[src/rtl/card_pkg.sv]
//==============================================================================
// Module : card_pkg
// Brief  : Deck constants, card field layout and index-to-card conversion.
// Rev    : 1.0 - initial release
//==============================================================================
`default_nettype none

package card_pkg;

    localparam int NUM_CARDS = 52;
    localparam int NUM_RANKS = 13;

    localparam int SUIT_MSB = 5;
    localparam int SUIT_LSB = 4;
    localparam int RANK_MSB = 3;
    localparam int RANK_LSB = 0;

    localparam logic [5:0] CARD_NONE = 6'd0;

    typedef logic [5:0] card_t;
    typedef logic [5:0] idx_t;

    // Deck index 0..51 -> {suit, rank}; suit = idx/13, rank = idx%13 + 1.
    function automatic card_t idx_to_card(input idx_t idx);
        card_t c;
        if (idx >= 6'd39) begin
            c[SUIT_MSB:SUIT_LSB] = 2'd3;
            c[RANK_MSB:RANK_LSB] = 4'(idx - 6'd38);
        end else if (idx >= 6'd26) begin
            c[SUIT_MSB:SUIT_LSB] = 2'd2;
            c[RANK_MSB:RANK_LSB] = 4'(idx - 6'd25);
        end else if (idx >= 6'd13) begin
            c[SUIT_MSB:SUIT_LSB] = 2'd1;
            c[RANK_MSB:RANK_LSB] = 4'(idx - 6'd12);
        end else begin
            c[SUIT_MSB:SUIT_LSB] = 2'd0;
            c[RANK_MSB:RANK_LSB] = 4'(idx + 6'd1);
        end
        return c;
    endfunction

endpackage

`default_nettype wire

[src/rtl/lfsr16.sv]
//==============================================================================
// Module : lfsr16
// Brief  : Free-running 16-bit Fibonacci LFSR, taps 16,14,13,11.
// Rev    : 1.0 - initial release
//==============================================================================
`default_nettype none

module lfsr16 (
    input  logic        clk,
    input  logic        rst,
    input  logic [15:0] seed,
    output logic [15:0] q
);

    always_ff @(posedge clk) begin
        if (!rst) begin
            q <= seed;
        end else begin
            q <= {q[14:0], q[15] ^ q[13] ^ q[12] ^ q[10]};
        end
    end

endmodule

`default_nettype wire

[src/rtl/card_dealer.sv]
//==============================================================================
// Module : card_dealer
// Brief  : Deals pseudo-random cards from a 52-card deck without replacement.
// Rev    : 1.0 - initial release
//==============================================================================
`default_nettype none

module card_dealer
    import card_pkg::*;
#(
    parameter logic [15:0] LFSR_SEED = 16'hACE1
) (
    input  logic       clk,
    input  logic       rst,
    input  logic       shuffle,
    input  logic       deal_req,
    output logic [5:0] card,
    output logic       deal_valid,
    output logic       deal_err,
    output logic       busy,
    output logic [5:0] cards_left
);

    localparam logic [5:0] c_FULL_DECK = 6'(NUM_CARDS);
    localparam logic [5:0] c_LAST_IDX  = 6'(NUM_CARDS - 1);

    typedef enum logic [0:0] {
        ST_IDLE   = 1'b0,
        ST_SEARCH = 1'b1
    } state_t;

    state_t      r_state, w_state_nxt;
    logic [51:0] r_used, w_used_nxt;
    idx_t        r_idx, w_idx_nxt;
    card_t       w_card_nxt;
    logic [5:0]  w_left_nxt;
    logic        w_valid_nxt, w_err_nxt, w_busy_nxt;
    logic [15:0] w_lfsr;
    idx_t        w_start;

    lfsr16 u_lfsr (
        .clk  (clk),
        .rst  (rst),
        .seed (LFSR_SEED),
        .q    (w_lfsr)
    );

    // Only the low six bits seed the probe start; the rest only feed back.
    logic w_lfsr_unused;
    assign w_lfsr_unused = ^w_lfsr[15:6];

    assign w_start = (w_lfsr[5:0] >= c_FULL_DECK) ? (w_lfsr[5:0] - c_FULL_DECK)
                                                  : w_lfsr[5:0];

    always_comb begin
        w_state_nxt = r_state;
        w_used_nxt  = r_used;
        w_idx_nxt   = r_idx;
        w_card_nxt  = card;
        w_left_nxt  = cards_left;
        w_valid_nxt = 1'b0;
        w_err_nxt   = 1'b0;
        w_busy_nxt  = busy;

        if (shuffle) begin
            w_used_nxt  = '0;
            w_left_nxt  = c_FULL_DECK;
            w_card_nxt  = CARD_NONE;
            w_busy_nxt  = 1'b0;
            w_state_nxt = ST_IDLE;
        end else begin
            case (r_state)
                ST_IDLE: begin
                    if (deal_req) begin
                        if (cards_left != 6'd0) begin
                            w_idx_nxt   = w_start;
                            w_busy_nxt  = 1'b1;
                            w_state_nxt = ST_SEARCH;
                        end else begin
                            w_err_nxt = 1'b1;
                        end
                    end
                end
                ST_SEARCH: begin
                    // Linear probe; entry guarantees at least one free slot.
                    if (!r_used[r_idx]) begin
                        w_used_nxt[r_idx] = 1'b1;
                        w_card_nxt        = idx_to_card(r_idx);
                        w_valid_nxt       = 1'b1;
                        w_left_nxt        = cards_left - 6'd1;
                        w_busy_nxt        = 1'b0;
                        w_state_nxt       = ST_IDLE;
                    end else begin
                        w_idx_nxt = (r_idx == c_LAST_IDX) ? 6'd0 : r_idx + 6'd1;
                    end
                end
                default: w_state_nxt = ST_IDLE;
            endcase
        end
    end

    always_ff @(posedge clk) begin
        if (!rst) begin
            r_state    <= ST_IDLE;
            r_used     <= '0;
            r_idx      <= '0;
            card       <= CARD_NONE;
            deal_valid <= 1'b0;
            deal_err   <= 1'b0;
            busy       <= 1'b0;
            cards_left <= c_FULL_DECK;
        end else begin
            r_state    <= w_state_nxt;
            r_used     <= w_used_nxt;
            r_idx      <= w_idx_nxt;
            card       <= w_card_nxt;
            deal_valid <= w_valid_nxt;
            deal_err   <= w_err_nxt;
            busy       <= w_busy_nxt;
            cards_left <= w_left_nxt;
        end
    end

endmodule

`default_nettype wire

[config.mk]
export PLATFORM = sky130hd
export DESIGN_NAME = card_dealer
export DESIGN_NICKNAME = d
export VERILOG_FILES = /design/src/rtl/card_pkg.sv /design/src/rtl/lfsr16.sv /design/src/rtl/card_dealer.sv
export SDC_FILE = /design/constraint.sdc
export NUM_CORES = 1
export LEC_CHECK = 0
export ABC_AREA = 1
export CAP_MARGIN = 10
export CORE_MARGIN = 2
export CORE_UTILIZATION = 50
export DETAILED_ROUTE_END_ITERATION = 8
export GPL_TIMING_DRIVEN = 0
export PLACE_DENSITY = 0.79
export SETUP_SLACK_MARGIN = 0.2
export SYNTH_ARGS = -nofsm -noshare
export SYNTH_HDL_FRONTEND = slang
export SYNTH_SLANG_ARGS = --single-unit
[constraint.sdc]
create_clock -name clk -period 2.16 [get_ports clk]
set_input_delay 0.216 -clock clk [delete_from_list [all_inputs] [get_ports clk]]
set_output_delay 0.216 -clock clk [all_outputs]
set_load 0.01 [all_outputs]
==> results of run 1 <==
[layout make-up]
| type | count | area (µm²) |
|---|---|---|
| plain buffers | 29 | 270 |
| clock buffers | 11 | 151 |
| clock inverters | 5 | 83.8 |
| fillers | 754 | 3180 |
| inverters | 97 | 382 |
| multi-input cells | 471 | 2400 |
| flip-flops and latches | 90 | 1810 |
| well taps | 108 | 135 |
| repair buffers | 39 | 393 |
[worst min-delay path: stages]
cell      delay [ns]
clkbuf_1        0.15
nand2_1         0.10
nor2_1          0.04
[power groups by stage]
stage | clock (W) | sequential (W) | combinational (W)
after detailed placement | 0 | 0.00177 | 0.000553
after floorplan | 0 | 0.00176 | 0.000403
after global routing | 0.00143 | 0.00173 | 0.000773
final | 0.00135 | 0.00173 | 0.000712
after global placement | 0 | 0.00176 | 0.000541
after CTS | 0.00135 | 0.00173 | 0.000637
[metal layers]
layer	vias to the layer above	global-route usage, %	wire length [µm]
met1	2132	33.2	5330
met5	-	0	0
met2	264	43.4	6090
met4	0	13.4	614
li1	2228	-	-
met3	65	4.85	1220
[worst max path at each step]
stage / start / end / depth (start not counted)
3_5_place_dp: r_idx[2]$_SDFFE_PN0P_ / card[0]$_SDFFE_PP0P_ / 9
2_1_floorplan: r_idx[2]$_SDFFE_PN0P_ / card[0]$_SDFFE_PP0P_ / 9
3_3_place_gp: r_idx[2]$_SDFFE_PN0P_ / card[0]$_SDFFE_PP0P_ / 9
6_report: r_idx[0]$_SDFFE_PN0P_ / r_used[33]$_SDFFE_PP0P_ / 13
4_1_cts: r_idx[0]$_SDFFE_PN0P_ / r_used[42]$_SDFFE_PP0P_ / 13
5_1_grt: r_idx[0]$_SDFFE_PN0P_ / r_used[33]$_SDFFE_PP0P_ / 13
[per-stage QoR]
stage | instance area (µm²) | hold WS [ns] | worst slack (ns) | TNS (ns) | power (W)
after floorplan | 4570 | 0.362 | 0.206 | 0 | 0.00216
after global placement | 4880 | 0.395 | -0.364 | -9.74 | 0.00231
after detailed placement | 4880 | 0.404 | -0.364 | -12.05 | 0.00232
after CTS | 5400 | 0.152 | 0.139 | 0 | 0.00371
after global routing | 5630 | 0.181 | -0.0615 | -0.988 | 0.00394
final | 5630 | 0.161 | 0.0463 | 0 | 0.00380
[what timing repair did]
action,in CTS,in global routing
gates resized for setup,58,42
buffers inserted,8,6
pin swaps,7,11
gates cloned,7,2
setup endpoints to repair,72,72
[synth_stat cells]
library cell	instances	area, µm²
nand2_1	200	751
inv_1	92	345
dfxtp_1	90	1800
nor2_1	85	319
nand3_1	47	235
o21ai_1	41	205
o21ai_0	23	115
a21oi_1	20	100
ha_1	14	175
xor2_1	10	87.6
clkbuf_1	9	33.8
buf_2	7	35.0
buf_4	7	52.6
nand4_1	7	43.8
buf_6	6	67.6
or2_2	6	37.5
inv_2	5	18.8
o211ai_1	4	30.0
xnor2_1	3	26.3
a31oi_1	2	12.5
nor3_1	2	10.0
a2bb2oi_1	1	8.76
nand3_4	1	17.5
nor2_4	1	11.3
nor2_8	1	20.0
o21bai_1	1	7.51
o22ai_1	1	6.26
[state kept, by name, summed over array words and instances (netlist names)]
signal and flops:
r_state 1, r_used 52, deal_valid 1, card 6
busy 1, r_idx 6, u_lfsr.q 16, cards_left 6
deal_err 1
[cells by family (layout without fill, tap and decap cells)]
kind of cell | count (synthesis) | after routing | synth area share [%]
and+or+nand+nor | 350 | 351 | 31.6
buffers and inverters | 126 | 181 | 12.1
AOI/OAI and AO/OA | 93 | 93 | 10.6
DFF | 90 | 90 | 39.4
adders and majority gates | 14 | 14 | 3.83
xor gates and xnor gates | 13 | 13 | 2.49
==> out/metrics.yaml, run 1 <==
overflow: 0
required_ns: 2.47
cts_tree: "built"
post-route-min-period_ns: 2.11
cts_max_level: 3
critical_path_buf_inv_count: 3
fin_cells: 850
wl_um: 13200
timing.rr.start: "r_idx[0]$_SDFFE_PN0P_"
vias: 4689
dieArea_um2: 9930
cts_sinks: 90
die_h_um: 99.7
ios: 19
grt_pass1_vias: 4414
slowest_stage: "dfxtp_2"
grt_usage_pct: 26.4
dpl.hpwl_um: 8110
maxSlewViolCount: 0
hold_end: "r_idx[3]$_SDFFE_PN0P_"
syn-num-nets: 704
fin_crit_sh_pct: 97.9
dpl.cell_count: 811
power_density_nw_per_um2: 674
synth_seq_area_share_pct: 39.4
fp.dieW_um: 99.7
r2r_slack_ns: 0.05
clk_path_buf_depth: 2
pwr-share-clk_pct: 35.7
syn2layout_area_growth_pct: 23.0
relSlewSlack_pct: 62.4
worst_pin_slew_ns: 0.564
routabilityCongestion: 0.911
ys_seq_elements: 90
final_antenna_net_count: 0
clock_latency_ns: 0.38
syn_area_per_cell_um2: 6.67
sw_frac_of_total_pct: 29.3
crit_chain: "buf_8 -> buf_2 -> nand2_1 -> nand3_1 -> nand3_1 -> nand3_1 -> nand2_1 -> nand2_4 -> nand3_4 -> nor2_8 -> buf_6 -> nand2_1 -> o21ai_1"
syn_inst: 686
internal_power_w: 0.00268
finClkSkew_ns: 0.0170
portBuffers: 17
drive_above_1_share_pct: 16.0
reg2regPathDepth: 13
max_freq_mhz: 473
nNetsFinal: 755
final_util_pct: 63.9
crit_fanout: 10
avgViaCountPerCell: 5.52
status: "finished, final reports clean"
combPwrFrac_pct: 18.8
end_kind: "register"
grt_pass1_wl_um: 21000
cts_buffers: 9
mostFrequentLayoutCells: "177 x nand2_1, 92 x inv_1, 86 x dfxtp_1"
start_util_pct: 51.9
cts.root.buffer_cell: "clkbuf_8"
ctsHoldBuffers: 0
post_drt_wl_per_cell_um: 15.6
grt_max_degree: 16
cp_slowest_stage_delay_ns: 0.35
hold_start: "rst"
rows: 34
antennaDiodeCount: 0
clk_pin_slew_ns: 0.09
critPathKind: "register to register"
ir_worst_vdd_mv: 0.375
syn_area_um2: 4570
final_common_cell: "nand2_1"
antenna_found_initial: 0
first_iter_violations: 497
hold_depth: 3
seqPwrFrac_pct: 45.6
worstSetupStartpointType: "register"
power_switching_w: 0.00111
rsz0062_at_grt: "true"
cp_top_family: "simple AND/OR/NAND/NOR gates"
setup_viol: 0
firstDrtPassIters: 7
hold_path_class: "input pin to register"
maxCapViolations: 0
core-area_um2: 8810
hold_viol_final: 0
timing.rr.end: "r_used[33]$_SDFFE_PP0P_"
ys_types: 27
p_leak_nw: 2.46
cp.arrival_ns: 2.43
ys_warn_count: 0
drcViolationCount: 0
Note: power is estimated with default switching activity, not from simulation.
==> run 2: changes to the inputs <==
==> constraint.sdc (replaced) <==
create_clock -name clk -period 2.16 [get_ports clk]
set_input_delay 0.432 -clock clk [delete_from_list [all_inputs] [get_ports clk]]
set_output_delay 0.432 -clock clk [all_outputs]
set_load 0.01 [all_outputs]
==> results of run 2 <==
Same layout as run 1 (identical final DEF). Status: finished, final reports clean.
Main changes from that run: hold slack 0.161 ns -> 0.377 ns
